===== src/rtl/mux_pkg.sv =====
// Shared types and helpers for the flow-controlled N-way operand selector.
package mux_pkg;

   // Occupancy of the 2-entry skid buffer.
   typedef enum logic [1:0] {
      EMPTY = 2'd0,
      ONE   = 2'd1,
      TWO   = 2'd2
   } occ_t;

   // All-ones ceiling; truncated to the counter width by the user.
   localparam logic [31:0] ERR_CNT_MAX = 32'hFFFF_FFFF;

   function automatic logic sel_in_range(input int unsigned sel, input int unsigned n);
      return sel < n;
   endfunction

endpackage


===== src/rtl/pipe_mux_n_skid_buf.sv =====
// Generic 2-entry valid/ready skid buffer; main entry drives the output,
// skid entry absorbs the word accepted in the cycle downstream stalls.
module skid_buf
   import mux_pkg::*;
#(
   parameter int unsigned WIDTH = 33
) (
   input  logic             clk,
   input  logic             reset,
   input  logic [WIDTH-1:0] in_data,
   input  logic             in_valid,
   output logic             in_ready,
   output logic [WIDTH-1:0] out_data,
   output logic             out_valid,
   input  logic             out_ready
);

   occ_t             occ;
   logic [WIDTH-1:0] skid_q;
   logic             in_xfer;
   logic             out_xfer;

   assign in_xfer  = in_valid && in_ready;
   assign out_xfer = out_valid && out_ready;

   // in_ready is registered as !skid_valid, so out_ready never reaches it combinationally.
   always_ff @(posedge clk) begin
      if (reset) begin
         occ       <= EMPTY;
         out_data  <= '0;
         skid_q    <= '0;
         out_valid <= 1'b0;
         in_ready  <= 1'b1;
      end else begin
         case (occ)
            EMPTY: begin
               if (in_xfer) begin
                  out_data  <= in_data;
                  out_valid <= 1'b1;
                  occ       <= ONE;
               end
            end
            ONE: begin
               if (in_xfer && out_xfer) begin
                  out_data <= in_data;
               end else if (out_xfer) begin
                  out_valid <= 1'b0;
                  occ       <= EMPTY;
               end else if (in_xfer) begin
                  skid_q   <= in_data;
                  in_ready <= 1'b0;
                  occ      <= TWO;
               end
            end
            TWO: begin
               if (out_xfer) begin
                  out_data <= skid_q;
                  skid_q   <= '0;
                  in_ready <= 1'b1;
                  occ      <= ONE;
               end
            end
            default: begin
               out_valid <= 1'b0;
               in_ready  <= 1'b1;
               occ       <= EMPTY;
            end
         endcase
      end
   end

endmodule


===== src/rtl/pipe_mux_n.sv =====
// Parametrised N-way selector feeding a skid buffer; out-of-range selects
// yield zero data with an error flag and bump a saturating counter.
module pipe_mux_n
   import mux_pkg::*;
#(
   parameter int unsigned DATA_WIDTH = 32,
   parameter int unsigned NUM_IN     = 4,
   parameter int unsigned SEL_WIDTH  = $clog2(NUM_IN),
   parameter int unsigned CNT_WIDTH  = 16
) (
   input  logic                         clk,
   input  logic                         reset,
   input  logic [NUM_IN*DATA_WIDTH-1:0] in_data,
   input  logic [SEL_WIDTH-1:0]         in_sel,
   input  logic                         in_valid,
   output logic                         in_ready,
   output logic [DATA_WIDTH-1:0]        out_data,
   output logic                         out_sel_err,
   output logic                         out_valid,
   input  logic                         out_ready,
   output logic [CNT_WIDTH-1:0]         sel_err_count
);

   localparam int unsigned BUF_WIDTH = DATA_WIDTH + 1;
   localparam logic [CNT_WIDTH-1:0] CNT_MAX = CNT_WIDTH'(ERR_CNT_MAX);

   logic [DATA_WIDTH-1:0] sel_word;
   logic                  sel_err;
   logic [BUF_WIDTH-1:0]  buf_out;

   // Select decode; a bad select never indexes past the packed input bus.
   always_comb begin
      sel_word = '0;
      sel_err  = !sel_in_range(32'(in_sel), NUM_IN);
      for (int unsigned k = 0; k < NUM_IN; k++) begin
         if (in_sel == SEL_WIDTH'(k)) begin
            sel_word = in_data[k*DATA_WIDTH +: DATA_WIDTH];
         end
      end
   end

   skid_buf #(
      .WIDTH (BUF_WIDTH)
   ) u_skid (
      .clk       (clk),
      .reset     (reset),
      .in_data   ({sel_err, sel_word}),
      .in_valid  (in_valid),
      .in_ready  (in_ready),
      .out_data  (buf_out),
      .out_valid (out_valid),
      .out_ready (out_ready)
   );

   assign out_sel_err = buf_out[DATA_WIDTH];
   assign out_data    = buf_out[DATA_WIDTH-1:0];

   // Errors are counted when the word is accepted, not when it is delivered.
   always_ff @(posedge clk) begin
      if (reset) begin
         sel_err_count <= '0;
      end else if (in_valid && in_ready && sel_err && (sel_err_count != CNT_MAX)) begin
         sel_err_count <= sel_err_count + CNT_WIDTH'(1);
      end
   end

endmodule


===== config.mk =====
export PLATFORM = sky130hd
export DESIGN_NAME = pipe_mux_n
export DESIGN_NICKNAME = d
export VERILOG_FILES = /design/src/rtl/mux_pkg.sv /design/src/rtl/pipe_mux_n_skid_buf.sv /design/src/rtl/pipe_mux_n.sv
export SDC_FILE = /design/constraint.sdc
export NUM_CORES = 1
export LEC_CHECK = 0
export BUFFER_PORTS_ARGS = -buffer_cell sky130_fd_sc_hd__buf_2
export CAP_MARGIN = 20
export CORE_ASPECT_RATIO = 2
export CORE_MARGIN = 8
export CORE_UTILIZATION = 49
export CTS_CLUSTER_DIAMETER = 100
export DETAILED_ROUTE_END_ITERATION = 10
export GPL_TIMING_DRIVEN = 0
export PLACE_DENSITY_LB_ADDON = 0.12
export SYNTH_ARGS = -nofsm -noshare
export SYNTH_HDL_FRONTEND = slang
export SYNTH_SLANG_ARGS = --single-unit

===== constraint.sdc =====
create_clock -name clk -period 2.68 [get_ports clk]
set_clock_uncertainty 0.15 [all_clocks]
set_input_delay 0.536 -clock clk [delete_from_list [all_inputs] [get_ports clk]]
set_output_delay 0.536 -clock clk [all_outputs]
set_load 0.01 [all_outputs]

==> results of run 1 <==
==> routing by layer <==
layer | wire length (um) | track usage [%] | up-vias
met3 | 925 | 7.39 | 20
met5 | 0 | 0 | -
li1 | - | - | 1811
met2 | 6310 | 39.0 | 164
met1 | 4050 | 19.4 | 1713
met4 | 237 | 9.59 | 0
==> through the flow <==
step,total power [uW],instances,hold slack [ns],setup WS (ns)
final,3280,694,0.315,0.567
after global placement,2070,678,0.303,0.438
after CTS,3290,694,0.316,0.581
after global routing,3430,694,0.334,0.490
after detailed placement,2090,678,0.309,0.421
after floorplan,1770,421,0.298,0.826
==> state kept, by name, indices dropped and copies added (netlist names) <==
register          count
u_skid.skid_q        32
u_skid.in_ready       1
u_skid.out_data      32
u_skid.out_valid      1
u_skid.occ            2
==> power by group through the flow <==
stage	clock network [uW]	logic, uW	registers, uW
floorplan	0	492	1280
global placement	0	838	1230
detailed placement	0	855	1240
CTS	1210	859	1220
global route	1260	934	1240
finish	1210	851	1220
==> worst max-delay path, stage by stage, from the launching register on <==
cell and delay [ns]:
dfxtp_1 0.30, buf_2 0.19, nand4b_1 0.38, o31ai_4 0.27
clkbuf_1 0.47, a311oi_1 0.19
==> cells by family after synthesis <==
kind of cell           count (synthesis)  synth area share, %
muxes                                 33                 20.1
and+or+nand+nor                      174                 19.8
AOI/OAI and AO/OA                     73                 14.2
DFF                                   68                 37.4
other                                  1                0.103
buffers and inverters                 56                 8.36
==> cell type report <==
cell class / instances / share of cell area [%]
Clock inverter: 5 / 1.21
Sequential cell: 68 / 27.5
Tap cell: 92 / 2.33
Multi-Input combinational cell: 297 / 41.0
Timing Repair Buffer: 165 / 16.7
Buffer: 56 / 6.14
Clock buffer: 11 / 5.11
==> placed cells by master, fill, tap and decap left out, types with 2 or more instances in the layout <==
cell        count
a311oi_1       32
buf_4          23
clkbuf_8        2
nor2_1         33
buf_1           7
conb_1         17
clkbuf_16       9
dfxtp_1        68
mux4_2         32
and2_1          2
clkbuf_1       20
nand2_1       100
clkinvlp_4      4
buf_2         171
nand3_1        32
nor3_1          2
a21oi_1        36
o21bai_1        2
==> path summary, 6_finish.rpt <==
path,endpoint,depth (start not counted),slack (ns)
setup / recovery,u_skid.out_data[22],5,0.57
hold / removal,u_skid.skid_q[6],2,0.32
setup reg to reg,u_skid.out_data[22],5,0.57
hold reg to reg,u_skid.skid_q[6],2,0.32
==> impl_metrics.yaml, run 1 <==
cells_and_area:
  multi_input_area_um2: 2030
  ff_latch_area_um2: 1360
  drive_gt1_share_pct: 40.5
  fin_area_um2: 4950
  synthToLayoutAreaGrowth_pct: 36.1
  antenna_cells: 0
  nets: 731
  fin_util_pct: 68.6
  fill_cells: 620
yosys:
  syn_avg_cell_area_um2: 8.98
  yosys_warnings: 0
  synth_top_area_cell: "dfxtp_1"
  ys_ff_latch: 68
  synth.top_cell.area_share_pct: 37.4
  synth_area_leaders: "dfxtp_1 37%, mux4_2 20%, nand2_1 10%"
  yosysMostFrequentCell: "nand2_1"
  yosysSeqAreaShare_pct: 37.4
  syn_inst: 405
  syn_area_um2: 3640
  synth_edf_count: 0
  async_reset_ff_share_pct: 0
  synth_ff_type: "dfxtp_1"
  synthTopCellsByCount: "100 x nand2_1, 68 x dfxtp_1, 36 x a21oi_1"
  synth.distinct_cells: 24
drt:
  wl_um: 11500
  dr.first_iter.drc_count: 224
  ant_nets: 0
  first_pass_iters: 4
  vias_per_cell: 5.34
  drc: 0
  routed-via-count: 3708
  wl_per_cell_um: 16.6
global_route:
  grt_max_degree: 13
  grt_pass1_vias: 3897
  grt_pass1_wl_um: 17500
  grt_overflow: 0
  antenna_found_initial: 0
  grt_usage_pct: 20.7
timing:
  slew-limit-headroom_pct: 55.9
  fmax_ghz: 0.473
  finalSetupTns_ns: 0
  worst_pin_slew_ns: 0.662
  final_max_slew_viol_count: 0
  period_minus_slack_ns: 2.11
  grt_setup_unrepaired: "false"
  finalHoldViolCount: 0
  period_share_pct: 78.8
  setup_viol: 0
setup_path:
  reg2reg_from: "u_skid.occ[1]"
  arrival_ns: 2.13
  worstSetupEndpointType: "flop"
  critPathRequiredTime_ns: 2.70
  worstSetupPathType: "reg -> reg"
  cp_max_fo: 10
  start_kind: "flop"
  crit_start: "u_skid.occ[1]"
clocking:
  cts_tree: "done"
  cts_setup_buffers: 0
  clkSlewWorstSetupHoldPaths_ns: 0.05
  clock_path_buffers: 2
  cts_inserted_buffers: 9
  worstSkewPairLatency_ns: 0.33
  cts_resized: 0
  cts_max_level: 3
  cts-root-buf: "clkbuf_16"
  ctsHoldBuffers: 0
  cts.sinks: 68
floorplanning:
  design.die.area_um2: 10600
  fp-row-count: 44
  initial_core_util_pct: 50.4
  die_width_um: 76.9
  die_h_um: 138
  core_um2: 7210
  io_pins: 185
run_status:
  outcome: "finished, final reports clean"
power:
  power_frac_comb_pct: 25.9
  p_clk_share_pct: 36.9
  vdd_drop_max_v: 0.000394
  p_seq_share_pct: 37.2
  p_int_uw: 2300
  power.density_nw_per_um2: 663
  p_leak_uw: 0.00218
  swShare_pct: 29.7
  switchingPower_uw: 976
placed_design:
  dp_hpwl_um: 9130
  dpl_cell_area_um2: 4640
  place_congestion: 0.823
  port_buffers: 165
min_path:
  holdCritStartpoint: "u_skid.skid_q[6]"
  hp-class: "reg -> reg"
flow_run:
  maxCapViolCount: 0
Power figures use the tool's default switching activity.
==> run 2, diff against run 1 <==
--- a/config.mk
+++ b/config.mk
@@ -9,7 +9,7 @@
 export CAP_MARGIN = 20
 export CORE_ASPECT_RATIO = 2
 export CORE_MARGIN = 8
-export CORE_UTILIZATION = 49
+export CORE_UTILIZATION = 46
 export CTS_CLUSTER_DIAMETER = 100
 export DETAILED_ROUTE_END_ITERATION = 10
 export GPL_TIMING_DRIVEN = 0
==> constraint.sdc (replaced) <==
create_clock -name clk -period 2 [get_ports clk]
set_clock_uncertainty 0.15 [all_clocks]
set_input_delay 0.4 -clock clk [delete_from_list [all_inputs] [get_ports clk]]
set_output_delay 0.4 -clock clk [all_outputs]
set_load 0.01 [all_outputs]
==> impl_metrics.yaml, run 2 (synthesis gave the netlist of run 1 again) <==
drt:
  wl_per_cell_um: 15.7
  vias_per_cell: 5.23
  ant_nets: 0
  wl_um: 10900
  drc: 0
  dr.first_iter.drc_count: 318
  routed-via-count: 3659
  first_pass_iters: 4
power:
  p_leak_uw: 0.00221
  p_seq_share_pct: 38.5
  swShare_pct: 29.7
  power_frac_comb_pct: 27.3
  power.density_nw_per_um2: 854
  vdd_drop_max_v: 0.000477
  p_clk_share_pct: 34.1
  switchingPower_uw: 1260
  p_int_uw: 2980
cells_and_area:
  drive_gt1_share_pct: 41.8
  antenna_cells: 0
  fin_area_um2: 4950
  final_cell_mix: "170 x buf_2, 100 x nand2_1, 68 x dfxtp_1"
  nets: 733
  layout_commonest_cell: "buf_2"
  finalNonFillerCells: 699
  largestRegisters: "u_skid.out_data (32), u_skid.skid_q (32), u_skid.occ (2)"
  synthToLayoutAreaGrowth_pct: 36.3
placed_design:
  dp_hpwl_um: 8850
  place_inst: 682
  dpl_cell_area_um2: 4640
  port_buffers: 165
  place_congestion: 0.835
  place_ws_ns: -0.0818
global_route:
  grt_overflow: 0
  grt_pass1_vias: 3831
  antenna_found_initial: 0
  grt_max_degree: 11
  grt_usage_pct: 19.7
  grt_pass1_wl_um: 17800
timing:
  fmax_ghz: 0.530
  slew-limit-headroom_pct: 58.6
  setup_viol: 0
  final_max_slew_viol_count: 0
  hold_ws_ns: 0.293
  finalHoldViolCount: 0
  period_minus_slack_ns: 1.89
  worst_pin_slew_ns: 0.622
  setup_slack_ns: 0.112
  finalSetupTns_ns: 0
  grt_setup_unrepaired: "true"
  period_share_pct: 94.4
floorplanning:
  core_um2: 7830
  die_h_um: 142
  fp-row-count: 46
  die_width_um: 78.9
  design.die.area_um2: 11200
  io_pins: 185
  initial_core_util_pct: 46.5
min_path:
  hp-class: "in -> reg"
clocking:
  cts_tree: "done"
  ctsHoldBuffers: 0
  cts_max_level: 3
  clock_path_buffers: 2
  clkSlewWorstSetupHoldPaths_ns: 0.05
  worstSkewPairLatency_ns: 0.33
  cts_inserted_buffers: 9
  cts-root-buf: "clkbuf_16"
  cts.sinks: 68
setup_path:
  worstSetupEndpointType: "flop"
  arrival_ns: 1.99
  cp_max_fo: 10
  worstSetupPathType: "reg -> reg"
  start_kind: "flop"
  critPathRequiredTime_ns: 2.11
  critPathTopFamily: "buffers and inverters"
  slowest_delay_ns: 0.40
  slowest_stage: "clkbuf_1"
  crit_chain: "buf_2 -> and3b_1 -> nand2_1 -> clkbuf_1 -> nand3_1 -> a21oi_1"
  crit_buf_inv: 2
run_status:
  outcome: "finished, final reports clean"
flow_run:
  maxCapViolCount: 0
## run 2: changes by cell type in the layout (fill, tap and decap cells not counted), sizes merged
cell,change
buf,+1
bufinv,-1
clkbuf,+3
clkinv,+2
clkinvlp,-4
## run 2: power groups by stage
stage          combinational (uW)  clock (uW)  sequential [uW]
5_1_grt                      1280        1530             1650
3_3_place_gp                 1130           0             1650
2_1_floorplan                 659           0             1710
4_1_cts                      1150        1460             1630
3_5_place_dp                 1140           0             1660
6_report                     1160        1440             1630
## run 2: metrics by stage
step,util [%],power [uW]
finish,63.3,4230
global route,63.3,4470
CTS,62.8,4240
detailed placement,59.3,2800
global placement,59.3,2780
floorplan,-,2370
## run 2: area by class of cell
class / count / area [um^2]
fill: 728 / 2870
multi-input combinational: 297 / 2040
sequential: 68 / 1360
timing repair buffer: 168 / 848
buffer: 55 / 317
clock buffer: 13 / 260
tap: 96 / 120
clock inverter: 2 / 10.0
## run 2: routing by layer
metal  vias to the layer above  GRT usage (%)  share of wire, %
met4                         0           6.19               1.2
met2                       154           33.3                51
met3                        10           8.49               9.7
met1                      1687           21.3                38
li1                       1808              -                 -
met5                         -              0                 0
## run 2: repair_timing
action	in CTS	in global routing
pin swaps	1	1
buffers inserted	0	3
gates resized for setup	3	13
endpoints found under the setup margin	20	60
cloned	0	0
## run 2: final timing paths
kind,cells after the start,from,slack (ns),endpoint
setup / recovery,6,u_skid.occ[1],0.11,u_skid.skid_q[22]
hold / removal,4,out_ready,0.29,u_skid.out_valid
setup reg to reg,6,u_skid.occ[1],0.11,u_skid.skid_q[22]
hold reg to reg,2,u_skid.skid_q[26],0.32,u_skid.skid_q[26]
## run 2: worst min-delay path: stages
cell      delay, ns
buf_2          0.13
nand2_1        0.06
nand3b_1       0.08
a21oi_1        0.05
